File: config.mk
export PLATFORM = sky130hd
export DESIGN_NAME = stream_buffer_array_flat
export DESIGN_NICKNAME = d
export VERILOG_FILES = /design/src/rtl/stream_buffer_array_if.sv /design/src/rtl/stream_buffer_array.sv /design/src/flat_wrapper.sv
export SDC_FILE = /design/constraint.sdc
export NUM_CORES = 2
export LEC_CHECK = 0
export BUFFER_PORTS_ARGS = -buffer_cell sky130_fd_sc_hd__buf_4
export CAP_MARGIN = 20
export CORE_MARGIN = 5
export CORE_UTILIZATION = 35
export DETAILED_ROUTE_END_ITERATION = 7
export PLACE_DENSITY_LB_ADDON = 0.08
export SLEW_MARGIN = 20
export SYNTH_ARGS = -nofsm -noshare
export SYNTH_HDL_FRONTEND = slang
export SYNTH_SLANG_ARGS = --single-unit
File: constraint.sdc
create_clock -name clk -period 5.4 [get_ports clk]
set_input_delay 1.08 -clock clk [delete_from_list [all_inputs] [get_ports clk]]
set_output_delay 1.08 -clock clk [all_outputs]
set_load 0.01 [all_outputs]
File: src/rtl/stream_buffer_array_if.sv
// AXI3 read-channel bundle (AR + R) shared by the stream buffer and the bus.
interface axi3_rd_if #(
    parameter int unsigned ADDR_WIDTH = 32,
    parameter int unsigned DATA_WIDTH = 32,
    parameter int unsigned ID_WIDTH   = 4
);
    logic                  arvalid;
    logic                  arready;
    logic [ID_WIDTH-1:0]   arid;
    logic [ADDR_WIDTH-1:0] araddr;
    logic [3:0]            arlen;
    logic [2:0]            arsize;
    logic [1:0]            arburst;
    logic                  rvalid;
    logic                  rready;
    logic [ID_WIDTH-1:0]   rid;
    logic [DATA_WIDTH-1:0] rdata;
    logic [1:0]            rresp;
    logic                  rlast;

    modport master (
        output arvalid, arid, araddr, arlen, arsize, arburst, rready,
        input  arready, rvalid, rid, rdata, rresp, rlast
    );

    modport slave (
        input  arvalid, arid, araddr, arlen, arsize, arburst, rready,
        output arready, rvalid, rid, rdata, rresp, rlast
    );
endinterface

File: src/rtl/stream_buffer_array.sv
// Multi-entry prefetch stream buffer: holds NUM_SB prefetched lines tagged by
// line label, fetches one line per AXI3 INCR burst, LRU victim selection.
// Optional macro STREAM_BUFFER_AUTO_NEXT_EN chains a prefetch of label+1
// whenever a line is consumed while the fetch engine is idle.
module stream_buffer_array #(
    parameter int unsigned LINE_WIDTH  = 256,
    parameter int unsigned DATA_WIDTH  = 32,
    parameter int unsigned NUM_SB      = 4,
    parameter int unsigned ARID        = 2,
    parameter int unsigned PHYS_WIDTH  = 32,
    parameter int unsigned LABEL_WIDTH = PHYS_WIDTH - $clog2(LINE_WIDTH / 8)
) (
    input  logic                   clk,
    input  logic                   rst,
    input  logic                   pf_req,
    input  logic [LABEL_WIDTH-1:0] pf_label,
    output logic                   pf_rdy,
    input  logic                   inv,
    input  logic                   lk_req,
    input  logic [LABEL_WIDTH-1:0] lk_label,
    output logic                   lk_hit,
    output logic                   lk_pending,
    output logic [LINE_WIDTH-1:0]  lk_data,
    axi3_rd_if.master              axi3_rd
);
    localparam int unsigned WORDS = LINE_WIDTH / DATA_WIDTH;
    localparam int unsigned CNT_W = $clog2(WORDS);
    localparam int unsigned IDX_W = $clog2(NUM_SB);
    localparam int unsigned OFF_W = PHYS_WIDTH - LABEL_WIDTH;

    typedef enum logic [2:0] {
        S_IDLE,
        S_WAIT_AR,
        S_RECV,
        S_FLUSH_AR,
        S_FLUSH_RECV
    } state_t;

    state_t                            state;
    logic [CNT_W-1:0]                  burst_cnt;
    logic                              burst_full;
    logic [IDX_W-1:0]                  tgt;

    logic [NUM_SB-1:0]                 ent_valid;
    logic [LABEL_WIDTH-1:0]            ent_label [NUM_SB];
    logic [WORDS-1:0]                  ent_vld   [NUM_SB];
    logic [WORDS-1:0][DATA_WIDTH-1:0]  ent_data  [NUM_SB];
    logic [IDX_W-1:0]                  ent_age   [NUM_SB];

    logic [IDX_W-1:0]                  lk_idx;
    logic                              consume;
    logic                              ext_req;
    logic                              auto_req;
    logic [LABEL_WIDTH-1:0]            req_label;
    logic                              dup;
    logic                              alloc;
    logic [NUM_SB-1:0]                 free;
    logic                              free_found;
    logic [IDX_W-1:0]                  victim;
    logic                              touch_en;
    logic [IDX_W-1:0]                  touch_idx;
    logic                              beat_acc;
    logic                              beat_wr;
    logic                              unused_r;

    assign axi3_rd.arlen   = 4'(WORDS - 1);
    assign axi3_rd.arsize  = 3'b010;
    assign axi3_rd.arburst = 2'b01;
    assign axi3_rd.arid    = $bits(axi3_rd.arid)'(ARID);
    assign unused_r        = ^{axi3_rd.rid, axi3_rd.rresp};

    // Label lookup against registered entry state; labels are unique among valid entries.
    always_comb begin
        lk_hit     = 1'b0;
        lk_pending = 1'b0;
        lk_data    = '0;
        lk_idx     = '0;
        for (int i = 0; i < NUM_SB; i++) begin
            if (ent_valid[i] && ent_label[i] == lk_label) begin
                lk_hit     = &ent_vld[i];
                lk_pending = ~&ent_vld[i];
                lk_data    = ent_data[i];
                lk_idx     = IDX_W'(i);
            end
        end
    end

    // Request source, duplicate filter against pre-edge state, and allocation decision.
    always_comb begin
        consume  = lk_req & lk_hit;
        ext_req  = (state == S_IDLE) & pf_req & ~inv;
`ifdef STREAM_BUFFER_AUTO_NEXT_EN
        auto_req  = (state == S_IDLE) & consume & ~pf_req & ~inv;
        req_label = pf_req ? pf_label : lk_label + LABEL_WIDTH'(1);
`else
        auto_req  = 1'b0;
        req_label = pf_label;
`endif
        dup = 1'b0;
        for (int i = 0; i < NUM_SB; i++) begin
            if (ent_valid[i] && ent_label[i] == req_label) begin
                dup = 1'b1;
            end
        end
        alloc = (ext_req | auto_req) & ~dup;
    end

    // Victim: lowest-index free entry (a line consumed this cycle counts as free), else oldest.
    always_comb begin
        free = ~ent_valid;
        if (consume) begin
            free[lk_idx] = 1'b1;
        end
        victim     = '0;
        free_found = 1'b0;
        for (int i = NUM_SB - 1; i >= 0; i--) begin
            if (free[i]) begin
                victim     = IDX_W'(i);
                free_found = 1'b1;
            end
        end
        if (!free_found) begin
            for (int i = 0; i < NUM_SB; i++) begin
                if (ent_age[i] == IDX_W'(NUM_SB - 1)) begin
                    victim = IDX_W'(i);
                end
            end
        end
        touch_en  = alloc | consume;
        touch_idx = alloc ? victim : lk_idx;
        beat_acc  = axi3_rd.rvalid & axi3_rd.rready;
        beat_wr   = (state == S_RECV) & beat_acc & ~burst_full;
    end

    // Entry array: LRU ages, allocation, consume, beat writes; invalidate wins last.
    always_ff @(posedge clk) begin
        if (rst) begin
            ent_valid <= '0;
            for (int i = 0; i < NUM_SB; i++) begin
                ent_label[i] <= '0;
                ent_vld[i]   <= '0;
                ent_data[i]  <= '0;
                ent_age[i]   <= IDX_W'(i);
            end
        end else begin
            if (touch_en) begin
                for (int i = 0; i < NUM_SB; i++) begin
                    if (IDX_W'(i) == touch_idx) begin
                        ent_age[i] <= '0;
                    end else if (ent_age[i] < ent_age[touch_idx]) begin
                        ent_age[i] <= ent_age[i] + IDX_W'(1);
                    end
                end
            end
            if (consume) begin
                ent_valid[lk_idx] <= 1'b0;
            end
            if (alloc) begin
                ent_valid[victim] <= 1'b1;
                ent_label[victim] <= req_label;
                ent_vld[victim]   <= '0;
            end
            if (beat_wr) begin
                ent_data[tgt][burst_cnt] <= axi3_rd.rdata;
                ent_vld[tgt][burst_cnt]  <= 1'b1;
            end
            if (inv) begin
                ent_valid <= '0;
                for (int i = 0; i < NUM_SB; i++) begin
                    ent_vld[i] <= '0;
                end
            end
        end
    end

    // Fetch engine: one burst outstanding; flush states drain an AR/R already committed.
    always_ff @(posedge clk) begin
        if (rst) begin
            state           <= S_IDLE;
            pf_rdy          <= 1'b1;
            axi3_rd.arvalid <= 1'b0;
            axi3_rd.araddr  <= '0;
            axi3_rd.rready  <= 1'b0;
            burst_cnt       <= '0;
            burst_full      <= 1'b0;
            tgt             <= '0;
        end else begin
            case (state)
                S_IDLE: begin
                    if (alloc) begin
                        tgt             <= victim;
                        axi3_rd.araddr  <= {req_label, OFF_W'(0)};
                        axi3_rd.arvalid <= 1'b1;
                        pf_rdy          <= 1'b0;
                        state           <= S_WAIT_AR;
                    end
                end
                S_WAIT_AR: begin
                    if (axi3_rd.arready) begin
                        axi3_rd.arvalid <= 1'b0;
                        axi3_rd.rready  <= 1'b1;
                        burst_cnt       <= '0;
                        burst_full      <= 1'b0;
                        state           <= inv ? S_FLUSH_RECV : S_RECV;
                    end else if (inv) begin
                        state <= S_FLUSH_AR;
                    end
                end
                S_RECV: begin
                    if (beat_wr) begin
                        burst_cnt <= burst_cnt + CNT_W'(1);
                        if (burst_cnt == CNT_W'(WORDS - 1)) begin
                            burst_full <= 1'b1;
                        end
                    end
                    if (beat_acc && axi3_rd.rlast) begin
                        axi3_rd.rready <= 1'b0;
                        pf_rdy         <= 1'b1;
                        state          <= S_IDLE;
                    end else if (inv) begin
                        state <= S_FLUSH_RECV;
                    end
                end
                S_FLUSH_AR: begin
                    if (axi3_rd.arready) begin
                        axi3_rd.arvalid <= 1'b0;
                        axi3_rd.rready  <= 1'b1;
                        state           <= S_FLUSH_RECV;
                    end
                end
                S_FLUSH_RECV: begin
                    if (beat_acc && axi3_rd.rlast) begin
                        axi3_rd.rready <= 1'b0;
                        pf_rdy         <= 1'b1;
                        state          <= S_IDLE;
                    end
                end
                default: begin
                    state <= S_IDLE;
                end
            endcase
        end
    end
endmodule

File: src/flat_wrapper.sv
// flat-port wrapper written by rule: the top's interface ports become plain ports
module stream_buffer_array_flat 
#(
    parameter int unsigned LINE_WIDTH  = 256,
    parameter int unsigned DATA_WIDTH  = 32,
    parameter int unsigned NUM_SB      = 4,
    parameter int unsigned ARID        = 2,
    parameter int unsigned PHYS_WIDTH  = 32,
    parameter int unsigned LABEL_WIDTH = PHYS_WIDTH - $clog2(LINE_WIDTH / 8)
)
  (clk, rst, pf_req, pf_label, pf_rdy, inv, lk_req, lk_label, lk_hit, lk_pending, lk_data, axi3_rd_arvalid, axi3_rd_arid, axi3_rd_araddr, axi3_rd_arlen, axi3_rd_arsize, axi3_rd_arburst, axi3_rd_rready, axi3_rd_arready, axi3_rd_rvalid, axi3_rd_rid, axi3_rd_rdata, axi3_rd_rresp, axi3_rd_rlast);
  axi3_rd_if #(.DATA_WIDTH(DATA_WIDTH)) axi3_rd_i ();
  input  logic clk;
  input  logic rst;
  input  logic pf_req;
  input  logic [LABEL_WIDTH-1:0] pf_label;
  output logic pf_rdy;
  input  logic inv;
  input  logic lk_req;
  input  logic [LABEL_WIDTH-1:0] lk_label;
  output logic lk_hit;
  output logic lk_pending;
  output logic [LINE_WIDTH-1:0] lk_data;
  output wire logic [$bits(axi3_rd_i.arvalid)-1:0] axi3_rd_arvalid;
  output wire logic [$bits(axi3_rd_i.arid)-1:0] axi3_rd_arid;
  output wire logic [$bits(axi3_rd_i.araddr)-1:0] axi3_rd_araddr;
  output wire logic [$bits(axi3_rd_i.arlen)-1:0] axi3_rd_arlen;
  output wire logic [$bits(axi3_rd_i.arsize)-1:0] axi3_rd_arsize;
  output wire logic [$bits(axi3_rd_i.arburst)-1:0] axi3_rd_arburst;
  output wire logic [$bits(axi3_rd_i.rready)-1:0] axi3_rd_rready;
  input wire logic [$bits(axi3_rd_i.arready)-1:0] axi3_rd_arready;
  input wire logic [$bits(axi3_rd_i.rvalid)-1:0] axi3_rd_rvalid;
  input wire logic [$bits(axi3_rd_i.rid)-1:0] axi3_rd_rid;
  input wire logic [$bits(axi3_rd_i.rdata)-1:0] axi3_rd_rdata;
  input wire logic [$bits(axi3_rd_i.rresp)-1:0] axi3_rd_rresp;
  input wire logic [$bits(axi3_rd_i.rlast)-1:0] axi3_rd_rlast;
  assign axi3_rd_arvalid = axi3_rd_i.arvalid;
  assign axi3_rd_arid = axi3_rd_i.arid;
  assign axi3_rd_araddr = axi3_rd_i.araddr;
  assign axi3_rd_arlen = axi3_rd_i.arlen;
  assign axi3_rd_arsize = axi3_rd_i.arsize;
  assign axi3_rd_arburst = axi3_rd_i.arburst;
  assign axi3_rd_rready = axi3_rd_i.rready;
  assign axi3_rd_i.arready = axi3_rd_arready;
  assign axi3_rd_i.rvalid = axi3_rd_rvalid;
  assign axi3_rd_i.rid = axi3_rd_rid;
  assign axi3_rd_i.rdata = axi3_rd_rdata;
  assign axi3_rd_i.rresp = axi3_rd_rresp;
  assign axi3_rd_i.rlast = axi3_rd_rlast;
  stream_buffer_array #(.LINE_WIDTH(LINE_WIDTH), .DATA_WIDTH(DATA_WIDTH), .NUM_SB(NUM_SB), .ARID(ARID), .PHYS_WIDTH(PHYS_WIDTH), .LABEL_WIDTH(LABEL_WIDTH)) u_core (.clk(clk), .rst(rst), .pf_req(pf_req), .pf_label(pf_label), .pf_rdy(pf_rdy), .inv(inv), .lk_req(lk_req), .lk_label(lk_label), .lk_hit(lk_hit), .lk_pending(lk_pending), .lk_data(lk_data), .axi3_rd(axi3_rd_i));
endmodule
* Word-level counts from Yosys, hierarchy flattened *
Memories as Yosys holds them, arrays and structs flattened.
Cells that the tools add are included.

operators by class
  $lt $le $gt $ge = 10
  add/sub/neg operators = 5
  muxes and demuxes = 141
  eq/ne operators = 34
  bitwise gates (word level) = 124
  reductions and logical operators = 40

operator list
  kind                 number
  $mux 256             7
  $reduce_or 256->1    1
  $eq 27x27->1         8
  $demux 32 s3         1
  $mux 1               76
  $and 1x1->1          71
  $mux 8               8
  $mux 2               24
  $not 1->1            35
  $mux 32              1
  $reduce_and 8->1     4
  $mux 3               10
  $mux 27              1
  $reduce_or 27->1     1
  $eq 2x2->1 const B   8
  $mux 4               4
  $reduce_or 8->1      2
  $pmux 3 s5           1
  $or 1x1->1           13
  $logic_and 1x1->1    12
  $reduce_and 3->1     4
  $ne 2x1->1 const B   5
  $add 2x1->2 const B  4
  $lt 2x2->1           4
  27 further kinds     49

word-level totals
  bits in writable memories = 1172
  register bits after elaboration = 43
  input port bits = 100
  memories = 4
  output and inout bits = 306

memories
  name              words  width  read ports  clocked after memory_dff  write ports  RTL line                   text
  u_core.ent_data   4      256    4           0                         4            stream_buffer_array.sv:47  logic [WORDS-1:0][DATA_WIDTH-1:0] ent_data [NUM_SB];
  u_core.ent_label  4      27     4           0                         4            stream_buffer_array.sv:45  logic [LABEL_WIDTH-1:0] ent_label [NUM_SB];
  u_core.ent_vld    4      8      4           0                         4            stream_buffer_array.sv:46  logic [WORDS-1:0] ent_vld [NUM_SB];
  u_core.ent_age    4      2      5           0                         4            stream_buffer_array.sv:48  logic [IDX_W-1:0] ent_age [NUM_SB];

* Longest topological paths before layout *
An unclocked memory read counts as a cell.

  word-level depth = 30
  depth in mapped cells = 14

* Worst setup path before layout *
Ideal clock, no wire load.

  kind = input to output
  from = in lk_label[19]
  to = out lk_data[100]
  path slack = 467 ps
  required time = 4320 ps
  arrival = 3853 ps
  stages on the path = 11
  path through = xor2_1 -> or4_1 -> nor4_1 -> and2_1 -> clkbuf_1 -> clkbuf_1 -> clkbuf_1 -> clkbuf_1 -> clkbuf_1 -> nand2_1 -> o21ai_0

between the ends
  word-level cells in the longest chain between the ends = 6

ends and longest elaborated chain
  what                   RTL line                   text
  start, declared        flat_wrapper.sv:20         input logic [LABEL_WIDTH-1:0] lk_label;
  $eq 27x27->1           stream_buffer_array.sv:79  if (ent_valid[i] && ent_label[i] == lk_label) begin
  $logic_and 1x1->1      stream_buffer_array.sv:79
  $mux 256 (3 in a row)  stream_buffer_array.sv:79
  $mux 256 (*)           stream_buffer_array.sv:79
  end, declared          flat_wrapper.sv:23         output logic [LINE_WIDTH-1:0] lk_data;

Every way passes the cells marked *; elsewhere a longest branch is shown, timed or not.

* Final worst setup path *
  from = in lk_label[8]
  to = out lk_data[159]

Same word-level chain as after synthesis.

==> run metrics <==
outcome=finished, final reports clean; Num CTS Buffers=140; IO Pins=406; Tcrit/Tclk final=96.3%; f_max=0.192 GHz; routed len/inst=24.2 um; chip height=398 um; power density cells=323 nW/um^2; drt via density=5.09; DRT Wirelength=172000 um; # fillers=14300; Slew @ Worst Pin=1040 ps; vias after detailed routing=36100; core area=150000 um^2; sequential-to-total area share from yosys stat=68.3%; Clock Path Buffers=3; area share of the largest cell type after synthesis=66.7%; Crit Path Max Fanout=53; Root Driver=clkbuf_16; flops & latches, synth=1215; Die ar.=159000 um^2; simple-gate share of the synthesized area=14.1%; CP cell instances=buf_4 > xnor2_1 > nand4_1 > or4_4 > nor2_4 > buf_12 > buf_12 > a22oi_1 > nor2_1 > a21oi_1 > o21ai_0 > buf_4 > buf_4; Synth area leaders=edfxtp_1 67%, nor2_1 7.8%, a22oi_1 3.7%; DRC Markers=0; Top delay family on crit path=simple AND/OR/NAND/NOR gates; final number of hold-violating endpoints=0; worst vdd ir=0.213 mV; Final Max Tran Viols=0; RSZ-0062 raised after global routing=no; vias in the first global route=36100; Port Buf Inserts=381; Nets=5087; Synth Area in XOR/XNOR=3.69%; Worst setup SP type=input port; Starting DRT DRC Count=2781; post-CTS setup buffers=0; initial antenna violation count=6; largest net degree at the start of global routing=91; Area growth syn-to-layout=20.2%; mux contribution to synthesized area=0.168%; PostCTS Resize Cnt=0; Tmin final=5200 ps; synthesized area=52800 um^2; most used cell, CP=buf_4; cell count after synthesis=4574; CP Data Arrival Time=4120 ps; Row Count=142; Crit path buffers/inverters=5; count of final setup violators=0; post-synthesis compound-gate area fraction=10.2%; commonest non-fill, non-tap cells in the layout=1172 x edfxtp_1, 1091 x nor2_1, 626 x buf_4, 378 x nand2_1, 293 x o21ai_0; FFs w/ async S/R, synth=0%; GP Congestion=0.877; total gr overflow=0; CP Class=input port to output pin; crit end category=output pin; total power=20.5 mW; DP HPWL=115000 um; synth unique cells=66; most common cell after layout, fill and taps aside=edfxtp_1; first-pass GRT wire length=249000 um; hold buffers post-CTS=0; max incr delay on CP=560 ps; Synthesis Warnings=0; cell at the slowest stage of the critical path=or4_4; Die Width=398 um; Slew headroom=30.2%; leakage power=22.7 nW; DRT Pass-1 Iters=6; final setup TNS=0 ps; Final ANT Viol Nets=0; EDFF count, synth=1172; synthesized area per cell=11.5 um^2; clk sinks=1215; H-tree levels=4; max cap viols=0; ys flop type=edfxtp_1; share of layout cells above drive strength 1=17.3%; Starting Density=35.2%; Post-Route Skew=26.7 ps; class of the worst hold path=flip-flop to flip-flop; Total GRT Usage=21.3%; largest family of logic cells by synthesized area=simple AND/OR/NAND/NOR gates; WP data required=4320 ps; clk slew on worst S/H paths=60 ps; CTS tree=done; cell accounting for the most synthesized area=edfxtp_1; synthesized-area fraction occupied by adder cells=0.206%; insertion delay to the later sink of the worst-skew pair=750 ps
==> synth_stat cells (13+ instances only) <==
cell type and number:
inv_1 43, clkbuf_1 344, nand2_1 384, buf_4 21
nor2_1 1094, and2_1 59, a21o_1 28, nor3_1 14
buf_1 34, dfxtp_1 43, nand3_1 13, o21ai_0 293
xnor2_1 182, nor2b_1 18, edfxtp_1 1172, a21oi_1 278
nand4_1 79, a22oi_1 260, and3_1 61, nor4_1 19
xor2_1 29
==> logic make-up after synthesis <==
group | Yosys count
XOR/XNOR | 217
other | 2
AO/OA/AOI/OAI | 898
buffers and inverters | 451
AND/OR/NAND/NOR | 1774
adder cells (fa/ha/maj) | 9
flip-flops | 1215
multiplexers | 8
==> report_power, final <==
| part | switching (mW) | internal [mW] | total, mW |
|---|---|---|---|
| clock network | 3.83 | 5.19 | 9.01 |
| registers | 0.124 | 10.6 | 10.8 |
| logic | 0.506 | 0.234 | 0.740 |
| total | 4.46 | 16.1 | 20.5 |
==> state kept, by name, summed over array words and instances (netlist names) <==
register / flops
u_core.burst_full: 1
u_core.ent_data: 1024
u_core.axi3_rd.araddr: 27
u_core.pf_rdy: 1
u_core.ent_vld: 32
u_core.ent_label: 108
u_core.ent_age: 8
u_core.axi3_rd.arvalid: 1
u_core.state: 3
u_core.ent_valid: 4
u_core.burst_cnt: 3
u_core.tgt: 2
u_core.axi3_rd.rready: 1
==> through the flow <==
stage	std cells	cell area, um^2	hold WS, ps	setup WS (ps)	util [%]
finish	7100	63400	452	202	42.3
global placement	6855	59200	437	102	39.5
global route	7098	63400	472	72.8	42.3
floorplan	4590	52900	483	467	-
CTS	7098	63400	455	65.4	42.3
detailed placement	6855	59200	440	88.7	39.5
==> final timing paths <==
path	from	to	slack, ps	cells past startpoint
worst max-delay path	lk_label[8]	lk_data[159]	200	13
worst min-delay path	u_core.axi3_rd.araddr[15]	u_core.axi3_rd.araddr[15]	450	1
worst max register to register	u_core.ent_label[2][8]	u_core.ent_age[2][1]	1170	13
worst min register to register	u_core.axi3_rd.araddr[15]	u_core.axi3_rd.araddr[15]	450	1
==> area by class of cell <==
cell class | instances | area, um^2 | share of cell area, %
multi-input cells | 2924 | 15100 | 23.8
inverters | 43 | 161 | 0.254
diodes | 2 | 5.00 | 0.00789
flip-flops and latches | 1215 | 36100 | 56.8
clock buffers | 189 | 3860 | 6.08
well taps | 2016 | 2520 | 3.98
clock inverters | 54 | 402 | 0.633
repair buffers | 657 | 5320 | 8.39
==> per-layer routing <==
layer / vias to the layer above / GRT usage, % / part of all wire (%)
li1: 17000 / - / -
met1: 18000 / 29.5 / 45
met2: 967 / 34.9 / 47
met3: 187 / 3.67 / 5.4
met4: 0 / 5.47 / 2.3
met5: - / 0 / 0
No activity file was read; power rests on OpenSTA's default activity.
